===== src/rtl/demux_dispatch_pkg.sv =====
// Shared types and helpers for the demux dispatch sequencer.
package demux_dispatch_pkg;

    typedef enum logic [1:0] {
        IDLE = 2'd0,
        SEND = 2'd1,
        DROP = 2'd2
    } dispatch_state_e;

    // Lane-select width; a single lane still needs one select bit.
    function automatic int sel_width(input int n);
        return (n > 1) ? $clog2(n) : 1;
    endfunction

endpackage


===== src/rtl/demux_dispatch_ctrl_demux.sv =====
// Data fan-out: drives data_i onto the selected lane, all other lanes read zero.
module demux_dispatch_ctrl_demux #(
    parameter int DataWidth  = 32,
    parameter int NumOutputs = 8,
    parameter int SelWidth   = 3
) (
    input  logic [SelWidth-1:0]  sel_i,
    input  logic [DataWidth-1:0] data_i,
    output logic [DataWidth-1:0] data_o [NumOutputs]
);

    for (genvar gi = 0; gi < NumOutputs; gi++) begin : g_lane
        assign data_o[gi] = (sel_i == SelWidth'(gi)) ? data_i : '0;
    end

endmodule


===== src/rtl/demux_dispatch_ctrl.sv =====
// Buffers a {data, dest} stream in a small FIFO and steers the head entry to one
// of NumOutputs independently stalling consumer lanes.
module demux_dispatch_ctrl
    import demux_dispatch_pkg::*;
#(
    parameter  int DataWidth  = 32,
    parameter  int NumOutputs = 8,
    parameter  int FifoDepth  = 2,
    parameter  int StallWidth = 16,
    localparam int SelWidth   = sel_width(NumOutputs)
) (
    input  logic                  clk_i,
    input  logic                  rst_i,
    input  logic                  flush_i,
    input  logic                  in_valid_i,
    output logic                  in_ready_o,
    input  logic [DataWidth-1:0]  in_data_i,
    input  logic [SelWidth-1:0]   in_dest_i,
    output logic [NumOutputs-1:0] out_valid_o,
    input  logic [NumOutputs-1:0] out_ready_i,
    output logic [DataWidth-1:0]  out_data_o [NumOutputs],
    output logic                  busy_o,
    output logic                  err_bad_dest_o,
    output logic [StallWidth-1:0] stall_cnt_o
);

    localparam int IdxWidth = $clog2(FifoDepth);
    localparam int PtrWidth = IdxWidth + 1;
    localparam logic [SelWidth:0] NumOutputsExt = (SelWidth + 1)'(NumOutputs);

    logic [DataWidth-1:0]  data_mem_q [FifoDepth];
    logic [SelWidth-1:0]   dest_mem_q [FifoDepth];
    logic [PtrWidth-1:0]   wr_ptr_q, wr_ptr_d;
    logic [PtrWidth-1:0]   rd_ptr_q, rd_ptr_d;
    dispatch_state_e       state_q, state_d;
    logic                  err_q, err_d;
    logic [StallWidth-1:0] stall_q, stall_d;

    logic                  full, empty, push, pop;
    logic [DataWidth-1:0]  head_data, send_data;
    logic [SelWidth-1:0]   head_dest, next_head_dest;

    assign empty     = (wr_ptr_q == rd_ptr_q);
    assign full      = (wr_ptr_q[PtrWidth-1] != rd_ptr_q[PtrWidth-1]) &&
                       (wr_ptr_q[IdxWidth-1:0] == rd_ptr_q[IdxWidth-1:0]);
    assign head_data = data_mem_q[rd_ptr_q[IdxWidth-1:0]];
    assign head_dest = dest_mem_q[rd_ptr_q[IdxWidth-1:0]];

    // Full refuses a push even when the head pops this cycle; held low in reset.
    assign in_ready_o = !full && !rst_i;
    assign push       = in_valid_i && in_ready_o && !flush_i;
    assign pop        = (|(out_valid_o & out_ready_i)) || (state_q == DROP);

    assign wr_ptr_d = flush_i ? '0 : wr_ptr_q + PtrWidth'(push);
    assign rd_ptr_d = flush_i ? '0 : rd_ptr_q + PtrWidth'(pop && !flush_i);

    // The next head may be the entry being written this very cycle.
    assign next_head_dest = (push && (rd_ptr_d == wr_ptr_q)) ? in_dest_i
                                                             : dest_mem_q[rd_ptr_d[IdxWidth-1:0]];

    always_ff @(posedge clk_i or posedge rst_i) begin
        if (rst_i) begin
            state_q  <= IDLE;
            wr_ptr_q <= '0;
            rd_ptr_q <= '0;
            err_q    <= 1'b0;
            stall_q  <= '0;
        end else begin
            state_q  <= state_d;
            wr_ptr_q <= wr_ptr_d;
            rd_ptr_q <= rd_ptr_d;
            err_q    <= err_d;
            stall_q  <= stall_d;
        end
    end

    always_ff @(posedge clk_i) begin
        if (push) begin
            data_mem_q[wr_ptr_q[IdxWidth-1:0]] <= in_data_i;
            dest_mem_q[wr_ptr_q[IdxWidth-1:0]] <= in_dest_i;
        end
    end

    always_comb begin
        state_d = state_q;
        if (flush_i || (wr_ptr_d == rd_ptr_d)) begin
            state_d = IDLE;
        end else if ({1'b0, next_head_dest} >= NumOutputsExt) begin
            state_d = DROP;
        end else begin
            state_d = SEND;
        end
    end

    always_comb begin
        out_valid_o = '0;
        send_data   = '0;
        if (state_q == SEND) begin
            out_valid_o[head_dest] = 1'b1;
            send_data              = head_data;
        end
    end

    // Stall counter only advances while a presented head is refused by its lane.
    always_comb begin
        stall_d = '0;
        if (!flush_i && (state_q == SEND) && !pop) begin
            stall_d = (stall_q == '1) ? stall_q : stall_q + StallWidth'(1);
        end
    end

    assign err_d          = flush_i ? 1'b0 : (err_q || (state_q == DROP));
    assign busy_o         = !empty;
    assign err_bad_dest_o = err_q;
    assign stall_cnt_o    = stall_q;

    demux_dispatch_ctrl_demux #(
        .DataWidth  (DataWidth),
        .NumOutputs (NumOutputs),
        .SelWidth   (SelWidth)
    ) u_demux (
        .sel_i  (head_dest),
        .data_i (send_data),
        .data_o (out_data_o)
    );

endmodule


===== config.mk =====
export PLATFORM = sky130hd
export DESIGN_NAME = demux_dispatch_ctrl
export DESIGN_NICKNAME = d
export VERILOG_FILES = /design/src/rtl/demux_dispatch_pkg.sv /design/src/rtl/demux_dispatch_ctrl_demux.sv /design/src/rtl/demux_dispatch_ctrl.sv
export SDC_FILE = /design/constraint.sdc
export NUM_CORES = 1
export LEC_CHECK = 0
export ABC_AREA = 1
export CAP_MARGIN = 10
export CORE_MARGIN = 5
export CORE_UTILIZATION = 37
export DETAILED_ROUTE_END_ITERATION = 10
export PLACE_DENSITY = 0.8
export SLEW_MARGIN = 40
export SYNTH_ARGS = -nofsm -noshare
export SYNTH_HDL_FRONTEND = slang
export SYNTH_SLANG_ARGS = --single-unit

===== constraint.sdc =====
create_clock -name clk_i -period 3.31 [get_ports clk_i]
set_input_delay 0.4965 -clock clk_i [delete_from_list [all_inputs] [get_ports clk_i]]
set_output_delay 0.4965 -clock clk_i [all_outputs]
set_load 0.005 [all_outputs]

Yosys cells after proc, flatten, opt, wreduce, memory -nomap -nowiden --
Memories as Yosys holds them, arrays and structs flattened. Index checks and enable logic that the tools add are counted.
Operators by class: reductions and logical operators 18, mux-type cells 20, $add $sub $neg 3, eq/ne operators 15, bitwise gates (word level) 1, order comparisons 2
Operators by type and width (number):
- $mux W32 | 9
- $mux W16 | 2
- $add A16 B1 Y16 const B | 1
- $eq A16 B16 Y1 const B | 1
- $eq A3 B3 Y1 const B | 4
- $and A8 B8 Y8 | 1
- $logic_and A1 B1 Y1 | 8
- $mux W8 | 1
- $reduce_or A8 Y1 | 1
- $eq A3 B2 Y1 const B | 2
- $logic_not A1 Y1 | 5
- $mux W1 | 5
- $add A2 B1 Y2 | 2
- $eq A2 B2 Y1 | 2
- $lt A3 B4 Y1 const B | 1
- $mux W2 | 2
- $demux W1 S3 | 1
- $eq A3 B1 Y1 const B | 1
- $ge A3 B1 Y1 const B | 1
- $logic_not A3 Y1 | 1
- $logic_or A1 B1 Y1 | 3
- $eq A2 B1 Y1 const B | 1
- $eq A2 B2 Y1 const B | 1
- $ne A2 B2 Y1 const B | 1
- other kinds (2) | 2
Word-level totals: input bits 47, word-level logic and storage cells 66, output and inout port bits 283, bits in writable memories 70, flip-flop bits (word level) 23, memories kept 2
Memory list:
- data_mem_q | depth 2, bits a word 32, read ports 1, clocked after Yosys merged registers in 0, wr ports 1, line demux_dispatch_ctrl.sv:31 | logic [DataWidth-1:0] data_mem_q [FifoDepth];
- dest_mem_q | depth 2, bits a word 3, read ports 1, clocked after Yosys merged registers in 0, wr ports 1, line demux_dispatch_ctrl.sv:32 | logic [SelWidth-1:0] dest_mem_q [FifoDepth];

Depth between registers and ports, before layout --
An unclocked memory read counts as a cell.
depth after elaboration 15, mapped depth 15, depth with buffers taken out 15

Modules after synthesis --
Synthesis repeated with hierarchy kept, for this count alone.
Unflattened totals: cell total of the unflattened synthesis 702, area total of the unflattened synthesis 5297.6 um^2
Modules (own cells, without submodules):
- demux_dispatch_ctrl | sequential area each 2627.5 um^2, instances 1, cells each 378, area each 4010.1 um^2
- demux_dispatch_ctrl_demux | sequential area each 0.0 um^2, instances 1, cells each 324, area each 1287.5 um^2

Least setup slack after synthesis --
OpenSTA, ideal clock, no wires.
path type reg2reg, start point reg rd_ptr_q[0], end point reg state_q[0], clock period less this slack 2.562 ns, required time 3.184 ns, stages on the path, launching flop included 12, buffers on the path 1, setup time 0.126 ns, arrival 2.437 ns, path slack 0.748 ns, path through dfrtp_1 buf_4 xnor2_1 a21oi_1 nand2_1 nor2_1 ha_1 xor2_1 nand2_1 inv_1 nand2_1 nand3_1
On the way: elaborated cells between the ends (all ways) 24, those cells by class add/sub (2); order compare (2); eq/ne (2); mux (6); bitwise (1); reduce/logical (10); memory (1)
RTL lines:
- from (decl) | line demux_dispatch_ctrl.sv:34 | logic [PtrWidth-1:0] rd_ptr_q, rd_ptr_d;
- from (signal assigned) | line demux_dispatch_ctrl.sv:71 | rd_ptr_q <= rd_ptr_d;
- $eq A1 B1 Y1 | line demux_dispatch_ctrl.sv:45 | (wr_ptr_q[IdxWidth-1:0] == rd_ptr_q[IdxWidth-1:0]);
- $logic_and A1 B1 Y1 | line demux_dispatch_ctrl.sv:44 | assign full = (wr_ptr_q[PtrWidth-1] != rd_ptr_q[PtrWidth-1]) &&
- $logic_not A1 Y1 | line demux_dispatch_ctrl.sv:50 | assign in_ready_o = !full && !rst_i;
- $logic_and A1 B1 Y1 | line demux_dispatch_ctrl.sv:50
- named net in_ready_o | line demux_dispatch_ctrl.sv:16 | output logic in_ready_o,
- $logic_and A1 B1 Y1 (2 in a row) | line demux_dispatch_ctrl.sv:51 | assign push = in_valid_i && in_ready_o && !flush_i;
- $add A2 B1 Y2 | line demux_dispatch_ctrl.sv:54 | assign wr_ptr_d = flush_i ? '0 : wr_ptr_q + PtrWidth'(push);
- $mux W2 | line demux_dispatch_ctrl.sv:54
- named net wr_ptr_d[1] | line demux_dispatch_ctrl.sv:33 | logic [PtrWidth-1:0] wr_ptr_q, wr_ptr_d;
- $eq A2 B2 Y1 | line demux_dispatch_ctrl.sv:86 | if (flush_i || (wr_ptr_d == rd_ptr_d)) begin
- $logic_or A1 B1 Y1 | line demux_dispatch_ctrl.sv:86
- $mux W1 | line demux_dispatch_ctrl.sv:86
- named net state_d[0] | line demux_dispatch_ctrl.sv:35 | dispatch_state_e state_q, state_d;
- to (signal assigned) | line demux_dispatch_ctrl.sv:69 | state_q <= state_d;
- to (decl) | line demux_dispatch_ctrl.sv:35
The timed path passes the listed nets, and every way through them passes these cells. A chain may end at the register's enable or synchronous reset.

==> flow_summary.json <==
{
  "clk_latency_ns": 0.33,
  "startpoint_type": "register",
  "core_sq_um": 13300,
  "status": "finished, final reports clean",
  "routedWlPerCell_um": 17.5,
  "peakVddDrop_mv": 0.281,
  "finalSetupViolCount": 0,
  "grt_usage": 0.242,
  "postCtsHoldBufs": 0,
  "ant_nets": 0,
  "p_leak_nw": 3.06,
  "critPathRequiredTime_ns": 2.81,
  "drtIter0Drc": 322,
  "syn-num-nets": 722,
  "yosys.area.top_type": "edfxtp_1",
  "worstSetupPathType": "reg2out",
  "synth_cells": 671,
  "pin_count": 330,
  "avgSynthCellArea_sq_um": 7.55,
  "clk_pin_slew_ns": 0.06,
  "finalHoldViolCount": 0,
  "r2r-end": "state_q[0]",
  "final_cell_area_sq_um": 8890,
  "fin_util": 0.666,
  "path_max_fanout": 23,
  "end_kind": "output port",
  "cts_tree": "yes",
  "powerDensity_nw_per_um2": 314,
  "min_path_type": "in2async",
  "period_minus_slack_ns": 3.20,
  "dp_hpwl_um": 15400,
  "cts.sinks": 91,
  "grt_max_degree": 34,
  "rr_startpoint": "rd_ptr_q[0]",
  "final_cell_mix": "nor2_1, clkdlybuf4s50_1, edfxtp_1",
  "r2r_setup_slack_ns": 0.97,
  "routed_wl_um": 20400,
  "ys_ff_latch": 91,
  "rsz0062_at_grt": "yes",
  "final.setup_skew_ns": 0.00977,
  "antenna_found_initial": 0,
  "htreeDepth": 3,
  "synth_area_sq_um": 5060,
  "initial_core_util": 0.379,
  "ys_types": 27,
  "rows": 42,
  "cts_made_buffers": 9,
  "dp_slack_ns": 0.443,
  "arrival_ns": 2.70,
  "slew_headroom": 0.411,
  "grt-ovfl-total": 0,
  "worst-r2r-cell-count": 14,
  "grt_pass1_wl_um": 31000,
  "drc": 0,
  "fin_ws_ns": 0.109,
  "grt_pass1_vias": 5457,
  "period_share": 0.967,
  "place.port_buffers": 328,
  "final_max_slew_viol_count": 0,
  "final_nets": 1038,
  "layout_commonest_cell": "nor2_1",
  "fp.dieW_um": 127,
  "firstDrtPassIters": 5,
  "synthToLayoutAreaGrowth_pct": 75.5,
  "fmax_mhz": 312,
  "via_count": 5638,
  "fillCellCount": 1095,
  "clock_path_buffers": 2,
  "cts_root_buf": "clkbuf_16",
  "die_area_sq_um": 16100,
  "drive_gt1_frac": 0.0554,
  "ys_seq_area_frac": 0.519,
  "fp.dieH_um": 127,
  "place_area_sq_um": 8560,
  "gp_congestion": 0.964,
  "tightestPinTransition_ns": 0.878,
  "routed_via_density": 4.83,
  "antenna_cells": 0,
  "netlist.area_leader.share": 0.415,
  "synth_area_leaders": "edfxtp_1, nor2_1, dfrtp_1",
  "drv_cap": 0,
  "ys_warn_count": 0
}
## state kept, by name, indices dropped and copies added (netlist names)
signal and count:
data_mem_q 64, stall_cnt_o 16, dest_mem_q 6, rd_ptr_q 2, wr_ptr_q 2, state_q 1
## synthesized netlist by cell type
library cell and number:
or2_2 1, dfrtp_1 21, nand4_1 7, nand2_2 1, nor3_1 3, buf_4 2
clkbuf_1 26, nand2_1 52, nor2_1 354, buf_1 8, conb_1 1, nand3b_1 1
inv_1 30, nand3_2 1, xor2_1 9, edfxtp_1 70, o21ai_1 32, buf_2 2
inv_2 2, nor2_2 13, a21oi_1 3, ha_1 4, nand3_1 15, xnor2_1 3
o21ai_0 7, o21bai_1 2, buf_6 1
## worst max-delay path by stage
stage / from / depth (start not counted) / to
finish: rd_ptr_q[0] / 9 / out_data_o[52]
CTS: rd_ptr_q[0] / 9 / out_data_o[63]
global placement: rd_ptr_q[0] / 9 / out_data_o[63]
floorplan: rd_ptr_q[0] / 11 / state_q[0]
detailed placement: rd_ptr_q[0] / 9 / out_data_o[63]
global route: rd_ptr_q[0] / 9 / out_data_o[63]
## cell type report
cell class,count,area [sq um],area share
Clock buffer,10,229,0.0258
Clock inverter,6,71.3,0.00802
Inverter,32,124,0.0139
Multi-Input combinational cell,509,2160,0.243
Sequential cell,91,2630,0.296
Tap cell,176,220,0.0248
Timing Repair Buffer,344,3450,0.388
## power breakdown
| part | internal, W | total (W) | switching, W |
|---|---|---|---|
| clock | 0.000592 | 0.00101 | 0.000416 |
| sequential | 0.00126 | 0.00127 | 0.0000123 |
| combinational | 0.000203 | 0.000513 | 0.000310 |
## layer usage
layer,track usage,up-vias,share of wire
li1,-,2741,-
met1,0.308,2614,0.39
met2,0.424,252,0.51
met3,0.0476,31,0.077
met4,0.0637,0,0.023
met5,0,-,0
## timing repair
action | 4_1_cts | 5_1_grt
hold endpoints to repair | 0 | 0
endpoints found under the setup margin | 0 | 71
setup buffers | 0 | 1
resized for setup | 0 | 2
## critical path, cell delays in order (launching register included)
cell             delay, ns
dfrtp_1               0.43
inv_2                 0.26
nand2_1               0.10
nand2_1               0.14
inv_2                 0.09
nor2_1                0.17
inv_1                 0.21
buf_4                 0.29
nor2_1                0.11
clkdlybuf4s50_1       0.58
## metrics by stage
stage | hold slack, ns | cells | total power [W] | setup TNS (ns)
after floorplan | 0.473 | 671 | 0.00153 | 0
after global placement | 0.593 | 1151 | 0.00180 | 0
after detailed placement | 0.594 | 1151 | 0.00180 | 0
after CTS | 0.608 | 1167 | 0.00281 | 0
after global routing | 0.587 | 1168 | 0.00291 | -2.11
final | 0.529 | 1168 | 0.00279 | 0
## cells by family after synthesis
logic type,after synthesis,share of synthesized area
other,1,0.000740
XOR/XNOR,12,0.0208
flip-flops,91,0.519
buffers and inverters,71,0.0561
adder cells (fa/ha/maj),4,0.00988
AO/OA/AOI/OAI,44,0.0445
AND/OR/NAND/NOR,448,0.349
(Power assumes the default switching activity.)
